`src/rtl/bcast_pkg.sv`:
```
// Shared types and default sizes for the broadcast tracker arbiter.
package bcast_pkg;

    typedef enum logic {
        IDLE  = 1'b0,
        BURST = 1'b1
    } arb_state_e;

    localparam int DEF_NUM_TRACKERS = 4;
    localparam int DEF_LINE_W       = 27;

endpackage

```
`src/rtl/broadcast_tracker_arbiter_if.sv`:
```
// Inbound A channel plus per-tracker status/steering bundle for the arbiter.
interface broadcast_tracker_arbiter_if import bcast_pkg::*; #(
    parameter int NUM_TRACKERS = DEF_NUM_TRACKERS,
    parameter int LINE_W       = DEF_LINE_W
) ();

    // A beat transfers on a rising clock edge where in_a_valid and in_a_ready are
    // both high; valid may not depend on ready, and a beat is held until accepted.
    logic                           in_a_valid;
    logic                           in_a_ready;
    logic                           in_a_first;
    logic                           in_a_last;
    logic [LINE_W-1:0]              in_a_line;
    logic [NUM_TRACKERS-1:0]        trk_idle;
    logic [NUM_TRACKERS*LINE_W-1:0] trk_line;
    logic [NUM_TRACKERS-1:0]        trk_ready;
    logic [NUM_TRACKERS-1:0]        trk_valid;
    logic                           busy;
    logic                           conflict;

    modport master (
        output in_a_valid, in_a_first, in_a_last, in_a_line,
        output trk_idle, trk_line, trk_ready,
        input  in_a_ready, trk_valid, busy, conflict
    );

    modport slave (
        input  in_a_valid, in_a_first, in_a_last, in_a_line,
        input  trk_idle, trk_line, trk_ready,
        output in_a_ready, trk_valid, busy, conflict
    );

endinterface

```
`src/rtl/bcast_idle_picker.sv`:
```
// Rotating first-one finder: first set bit of req at or after start, wrapping.
module bcast_idle_picker import bcast_pkg::*; #(
    parameter  int N  = DEF_NUM_TRACKERS,
    localparam int PW = (N > 1) ? $clog2(N) : 1
) (
    input  logic [N-1:0]  req,
    input  logic [PW-1:0] start,
    output logic [PW-1:0] idx,
    output logic          found
);

    always_comb begin
        idx   = '0;
        found = 1'b0;
        for (int k = 0; k < N; k++) begin
            int j;
            j = int'(start) + k;
            if (j >= N) j = j - N;
            if (!found && req[j]) begin
                found = 1'b1;
                idx   = PW'(j);
            end
        end
    end

endmodule

```
`src/rtl/broadcast_tracker_arbiter.sv`:
```
// Steers inbound A messages to an idle broadcast tracker, locking the choice for a burst.
// Optional BCAST_ARB_ROUND_ROBIN_EN rotates the search start; otherwise lowest index wins.
module broadcast_tracker_arbiter import bcast_pkg::*; #(
    parameter int NUM_TRACKERS = DEF_NUM_TRACKERS,
    parameter int LINE_W       = DEF_LINE_W
) (
    input  logic                        clock,
    input  logic                        reset,
    broadcast_tracker_arbiter_if.slave  bus,
    output arb_state_e                  state_dbg
);

    localparam int PW = (NUM_TRACKERS > 1) ? $clog2(NUM_TRACKERS) : 1;

    arb_state_e              state, state_next;
    logic [PW-1:0]           locked, locked_next;
    logic [PW-1:0]           cand;
    logic [PW-1:0]           start_ptr;
    logic                    found;
    logic                    hazard;
    logic                    sel_ok;
    logic                    ready_c;
    logic                    conflict_c;
    logic [NUM_TRACKERS-1:0] valid_c;

    // A line still owned by a working tracker blocks a new first beat to that line.
    always_comb begin
        hazard = 1'b0;
        for (int i = 0; i < NUM_TRACKERS; i++) begin
            if (!bus.trk_idle[i] && (bus.trk_line[i*LINE_W +: LINE_W] == bus.in_a_line))
                hazard = 1'b1;
        end
    end

    bcast_idle_picker #(.N(NUM_TRACKERS)) u_picker (
        .req   (bus.trk_idle),
        .start (start_ptr),
        .idx   (cand),
        .found (found)
    );

    assign sel_ok = bus.in_a_valid & bus.in_a_first & ~hazard & found;

`ifdef BCAST_ARB_ROUND_ROBIN_EN
    logic [PW-1:0] rr_ptr;
    logic          first_accept;

    assign start_ptr    = rr_ptr;
    assign first_accept = (state == IDLE) & sel_ok & bus.trk_ready[cand];

    always_ff @(posedge clock) begin
        if (reset)
            rr_ptr <= '0;
        else if (first_accept)
            rr_ptr <= (cand == PW'(NUM_TRACKERS - 1)) ? '0 : cand + PW'(1);
    end
`else
    assign start_ptr = '0;
`endif

    always_ff @(posedge clock) begin
        if (reset) begin
            state  <= IDLE;
            locked <= '0;
        end else begin
            state  <= state_next;
            locked <= locked_next;
        end
    end

    always_comb begin
        state_next  = state;
        locked_next = locked;
        valid_c     = '0;
        ready_c     = 1'b0;
        conflict_c  = 1'b0;
        case (state)
            IDLE: begin
                conflict_c = bus.in_a_valid & bus.in_a_first & hazard;
                if (sel_ok) begin
                    valid_c = NUM_TRACKERS'(1) << cand;
                    ready_c = bus.trk_ready[cand];
                    if (ready_c && !bus.in_a_last) begin
                        state_next  = BURST;
                        locked_next = cand;
                    end
                end
            end
            BURST: begin
                valid_c = bus.in_a_valid ? (NUM_TRACKERS'(1) << locked) : '0;
                ready_c = bus.trk_ready[locked];
                if (bus.in_a_valid && ready_c && bus.in_a_last)
                    state_next = IDLE;
            end
            default: state_next = IDLE;
        endcase
    end

    assign bus.trk_valid  = valid_c;
    assign bus.in_a_ready = ready_c;
    assign bus.conflict   = conflict_c;
    assign bus.busy       = (state == BURST);
    assign state_dbg      = state;

`ifndef SYNTHESIS
    a_onehot_valid: assert property (@(posedge clock) disable iff (reset)
        $onehot0(bus.trk_valid));
    a_no_first_in_burst: assert property (@(posedge clock) disable iff (reset)
        (state == BURST && bus.in_a_valid) |-> !bus.in_a_first);
`endif

endmodule

```
`src/flat_wrapper.sv`:
```
// flat-port wrapper written by rule: the top's interface ports become plain ports
module broadcast_tracker_arbiter_flat import bcast_pkg::*;
#(
    parameter int NUM_TRACKERS = DEF_NUM_TRACKERS,
    parameter int LINE_W       = DEF_LINE_W
)
  (clock, reset, state_dbg, bus_in_a_valid, bus_in_a_first, bus_in_a_last, bus_in_a_line, bus_trk_idle, bus_trk_line, bus_trk_ready, bus_in_a_ready, bus_trk_valid, bus_busy, bus_conflict);
  broadcast_tracker_arbiter_if #(.NUM_TRACKERS(NUM_TRACKERS), .LINE_W(LINE_W)) bus_i ();
  input  logic clock;
  input  logic reset;
  output arb_state_e state_dbg;
  input wire logic [$bits(bus_i.in_a_valid)-1:0] bus_in_a_valid;
  input wire logic [$bits(bus_i.in_a_first)-1:0] bus_in_a_first;
  input wire logic [$bits(bus_i.in_a_last)-1:0] bus_in_a_last;
  input wire logic [$bits(bus_i.in_a_line)-1:0] bus_in_a_line;
  input wire logic [$bits(bus_i.trk_idle)-1:0] bus_trk_idle;
  input wire logic [$bits(bus_i.trk_line)-1:0] bus_trk_line;
  input wire logic [$bits(bus_i.trk_ready)-1:0] bus_trk_ready;
  output wire logic [$bits(bus_i.in_a_ready)-1:0] bus_in_a_ready;
  output wire logic [$bits(bus_i.trk_valid)-1:0] bus_trk_valid;
  output wire logic [$bits(bus_i.busy)-1:0] bus_busy;
  output wire logic [$bits(bus_i.conflict)-1:0] bus_conflict;
  assign bus_i.in_a_valid = bus_in_a_valid;
  assign bus_i.in_a_first = bus_in_a_first;
  assign bus_i.in_a_last = bus_in_a_last;
  assign bus_i.in_a_line = bus_in_a_line;
  assign bus_i.trk_idle = bus_trk_idle;
  assign bus_i.trk_line = bus_trk_line;
  assign bus_i.trk_ready = bus_trk_ready;
  assign bus_in_a_ready = bus_i.in_a_ready;
  assign bus_trk_valid = bus_i.trk_valid;
  assign bus_busy = bus_i.busy;
  assign bus_conflict = bus_i.conflict;
  broadcast_tracker_arbiter #(.NUM_TRACKERS(NUM_TRACKERS), .LINE_W(LINE_W)) u_core (.clock(clock), .reset(reset), .bus(bus_i), .state_dbg(state_dbg));
endmodule
```
`config.mk`:
```
export PLATFORM = sky130hd
export DESIGN_NAME = broadcast_tracker_arbiter_flat
export DESIGN_NICKNAME = d
export VERILOG_FILES = /design/src/rtl/bcast_pkg.sv /design/src/rtl/broadcast_tracker_arbiter_if.sv /design/src/rtl/bcast_idle_picker.sv /design/src/rtl/broadcast_tracker_arbiter.sv /design/src/flat_wrapper.sv
export SDC_FILE = /design/constraint.sdc
export NUM_CORES = 1
export LEC_CHECK = 0
export ABC_AREA = 0
export CAP_MARGIN = 20
export CELL_PAD_IN_SITES_DETAIL_PLACEMENT = 1
export CELL_PAD_IN_SITES_GLOBAL_PLACEMENT = 1
export CORE_ASPECT_RATIO = 0.8
export CORE_MARGIN = 2
export CORE_UTILIZATION = 18
export CTS_BUF_LIST = sky130_fd_sc_hd__clkbuf_2 sky130_fd_sc_hd__clkbuf_4 sky130_fd_sc_hd__clkbuf_8
export DETAILED_ROUTE_END_ITERATION = 6
export PLACE_DENSITY_LB_ADDON = 0.2
export SETUP_SLACK_MARGIN = 0.5
export SLEW_MARGIN = 0
export SYNTH_ARGS = -nofsm -noshare
export SYNTH_HDL_FRONTEND = slang
export SYNTH_SLANG_ARGS = --single-unit
```
`constraint.sdc`:
```
create_clock -name clock -period 1.5 [get_ports clock]
set_input_delay 0.225 -clock clock [delete_from_list [all_inputs] [get_ports clock]]
set_output_delay 0.225 -clock clock [all_outputs]
set_load 0.03 [all_outputs]
```
==> impl_metrics.env <==
export IMPL_final_layout_size_suffix_gt1_share_pct=44.8
export IMPL_avgViaCountPerCell=4.30
export IMPL_nets=551
export IMPL_post_route_period_util_pct=144
export IMPL_h_tree_depth=1
export IMPL_slew_viol_final=0
export IMPL_crit_reg2reg_capture="u_core.locked[0]"
export IMPL_total_power_uw=1320
export IMPL_critical_path_endpoint="bus_conflict"
export IMPL_via_count=2226
export IMPL_yosysTopAreaCell="xor2_1"
export IMPL_synth_seq_cells=3
export IMPL_drc=0
export IMPL_synth_most_common_cell="xor2_1"
export IMPL_ant_nets=0
export IMPL_seqCellArea_um2=63.8
export IMPL_end_kind="primary output"
export IMPL_synth_top_area_share_pct=60.5
export IMPL_worst_endpoint_arrival_ns=1.93
export IMPL_dp_hpwl_mm=7.54
export IMPL_status="complete, but fails checks"
export IMPL_ff2ff_path_depth=7
export IMPL_power_leakage_uw=0.00178
export IMPL_netlist_instances=192
export IMPL_rsz0062_at_grt="yes"
export IMPL_finalNonFillerCells=518
export IMPL_core_area_mm2=0.00845
export IMPL_first_global_vias=2477
export IMPL_ys_seq_area_share_pct=3.84
export IMPL_placement_io_buffers=155
export IMPL_drt_initial_drc_count=10
export IMPL_startpoint="bus_in_a_line[18]"
export IMPL_grt_use_total_pct=18.4
export IMPL_hold_ws_ns=0.596
export IMPL_start_util_pct=18.5
export IMPL_synthTopCellsByArea="xor2_1 (61%), nor4_1 (11%), dfxtp_1 (3.8%)"
export IMPL_synthTopCellsByCount="xor2_1 (108), nor4_1 (28), nor2_1 (7)"
export IMPL_start_kind="input port"
export IMPL_period_needed_ns=2.15
export IMPL_power_density_mw_per_mm2=324
export IMPL_grt_overflow=0
export IMPL_async_flop_share_pct=0
export IMPL_path_max_fanout=4
export IMPL_cts_clk_slew_worst_paths_ns=0.03
export IMPL_fin_worst_skew_ns=0.00326
export IMPL_grt_max_degree=7
export IMPL_synth_ff_type="dfxtp_1"
export IMPL_dp_slack_ns=-1.58
export IMPL_die_h_um=87.3
export IMPL_dp_cells=502
export IMPL_die_area_mm2=0.00945
export IMPL_wl_per_cell_um=16.8
export IMPL_ctsHoldBuffers=0
export IMPL_die_width_um=108
export IMPL_synth_edff_count=0
export IMPL_cts_tree="yes"
export IMPL_multiInputGateArea_mm2=0.00199
export IMPL_reg2reg_from="u_core.bus.busy"
export IMPL_ys_warn_count=0
export IMPL_cts_root_buf="clkbuf_8"
export IMPL_syn_avg_cell_area_um2=8.14
export IMPL_fin_ws_ns=-0.653
export IMPL_tightest_slew_ns=0.391
export IMPL_rows=30
export IMPL_syn_nets=340
export IMPL_reg2reg_setup_slack_ns=-0.16
export IMPL_clock_latency_ns=0.22
export IMPL_timing_slew_headroom_pct=73.9
export IMPL_cp_required_ns=1.27
export IMPL_clk_path_buf_depth=2
export IMPL_gp_congestion=0.816
export IMPL_tns_ns=-4.12
export IMPL_violations="negative setup slack"
export IMPL_netlist_area_mm2=0.00156
export IMPL_area_delta_synth_final_pct=161
export IMPL_dr_pass1_iters=3
export IMPL_finalHoldViolCount=0
export IMPL_setup_viol=9
export IMPL_vdd_drop_max_mv=0.175
export IMPL_drt_wl_total_mm=8.72
export IMPL_holdPathStages=6
export IMPL_io_pins=156
export IMPL_cts_buffers=3
export IMPL_ys_types=31
export IMPL_numClockSinks=3
export IMPL_hold_class="in2reg"
export IMPL_grt_pass1_wl_mm=13.1
export IMPL_antenna_found_initial=5
export IMPL_n_fill_cell=1026
export IMPL_cap_viol_max_count=0
export IMPL_worst_setup_path_type="in2out"
export IMPL_max_freq_ghz=0.464
==> worst max-delay path, stage by stage <==
cell	delay, ns
buf_4	0.14
buf_4	0.13
xor2_1	0.16
nor4_1	0.28
nand4_1	0.20
o22ai_4	0.25
buf_6	0.13
or2_4	0.12
nor2b_4	0.16
buf_12	0.13
==> layer usage <==
layer | global-route usage (%) | vias to the layer above | part of all wire, %
li1 | - | 1086 | -
met1 | 23.3 | 1040 | 42
met2 | 32.8 | 92 | 49
met3 | 3.89 | 6 | 8.4
met4 | 2.45 | 2 | 0.53
met5 | 0 | - | 0.13
==> cell families (layout without fill, tap and decap cells) <==
family	after synthesis	in the layout	share of synthesized area, %
flip-flops	3	3	3.84
other	0	4	0
buffers and inverters	3	213	0.961
AO/OA/AOI/OAI	13	13	8.17
AND/OR/NAND/NOR	62	62	23.8
XOR/XNOR	108	108	60.5
multiplexers	3	3	2.72
==> state kept, by name, summed over array words and instances (netlist names) <==
signal	cells
u_core.locked	2
u_core.bus.busy	1
==> metrics by stage <==
step	utilization [%]	cell area [um2]
after floorplan	-	1620
final	48.4	4090
after detailed placement	43.1	3640
after global routing	48.4	4080
after global placement	43.1	3640
after CTS	46.6	3940
==> cells in the final DEF (no fill, tap or decap), types with 2 or more instances in the layout <==
| master | instances |
|---|---|
| nor3_2 | 2 |
| xor2_1 | 84 |
| clkdlybuf4s15_1 | 20 |
| dlygate4sd2_1 | 78 |
| mux2i_1 | 2 |
| clkbuf_8 | 3 |
| buf_12 | 2 |
| nand2_1 | 4 |
| nor4_1 | 5 |
| nand4_1 | 3 |
| clkbuf_2 | 5 |
| buf_4 | 38 |
| buf_8 | 5 |
| nor4_4 | 6 |
| diode_2 | 4 |
| o31ai_4 | 2 |
| xor2_2 | 24 |
| nand3_4 | 4 |
| dfxtp_1 | 2 |
| nor4_2 | 17 |
| clkdlybuf4s50_1 | 4 |
| buf_6 | 31 |
| buf_2 | 23 |
| nor2_1 | 7 |
| o22ai_4 | 2 |
| nor2b_1 | 3 |
| nand2b_1 | 2 |
==> area by class of cell <==
class / instances / area share (%)
well taps: 112 / 3.43
diodes: 4 / 0.245
clock buffers: 4 / 1.19
flip-flops and latches: 3 / 1.56
inverters: 2 / 0.245
repair buffers: 207 / 44.6
multi-input cells: 186 / 48.7
==> worst min path at each step <==
stage                          start               end  slack, ns
finish               bus_trk_idle[3]  u_core.locked[1]       0.60
global route         bus_trk_idle[2]  u_core.locked[1]       0.63
CTS                  bus_trk_idle[2]  u_core.locked[1]       0.60
detailed placement  u_core.locked[1]  u_core.locked[1]       0.62
global placement    u_core.locked[1]  u_core.locked[1]       0.61
floorplan                      reset   u_core.bus.busy       0.38
==> timing repair <==
action,CTS,global route
hold endpoints to repair,0,0
buffers inserted,6,2
setup endpoints to repair,11,11
pin swaps,69,23
gates resized for setup,409,42
==> power by group <==
part | switching, uW | internal, uW
Sequential | 1.81 | 81.2
Combinational | 460 | 523
Clock | 59.5 | 200
Total | 521 | 804
No activity file was read; power rests on OpenSTA's default activity.
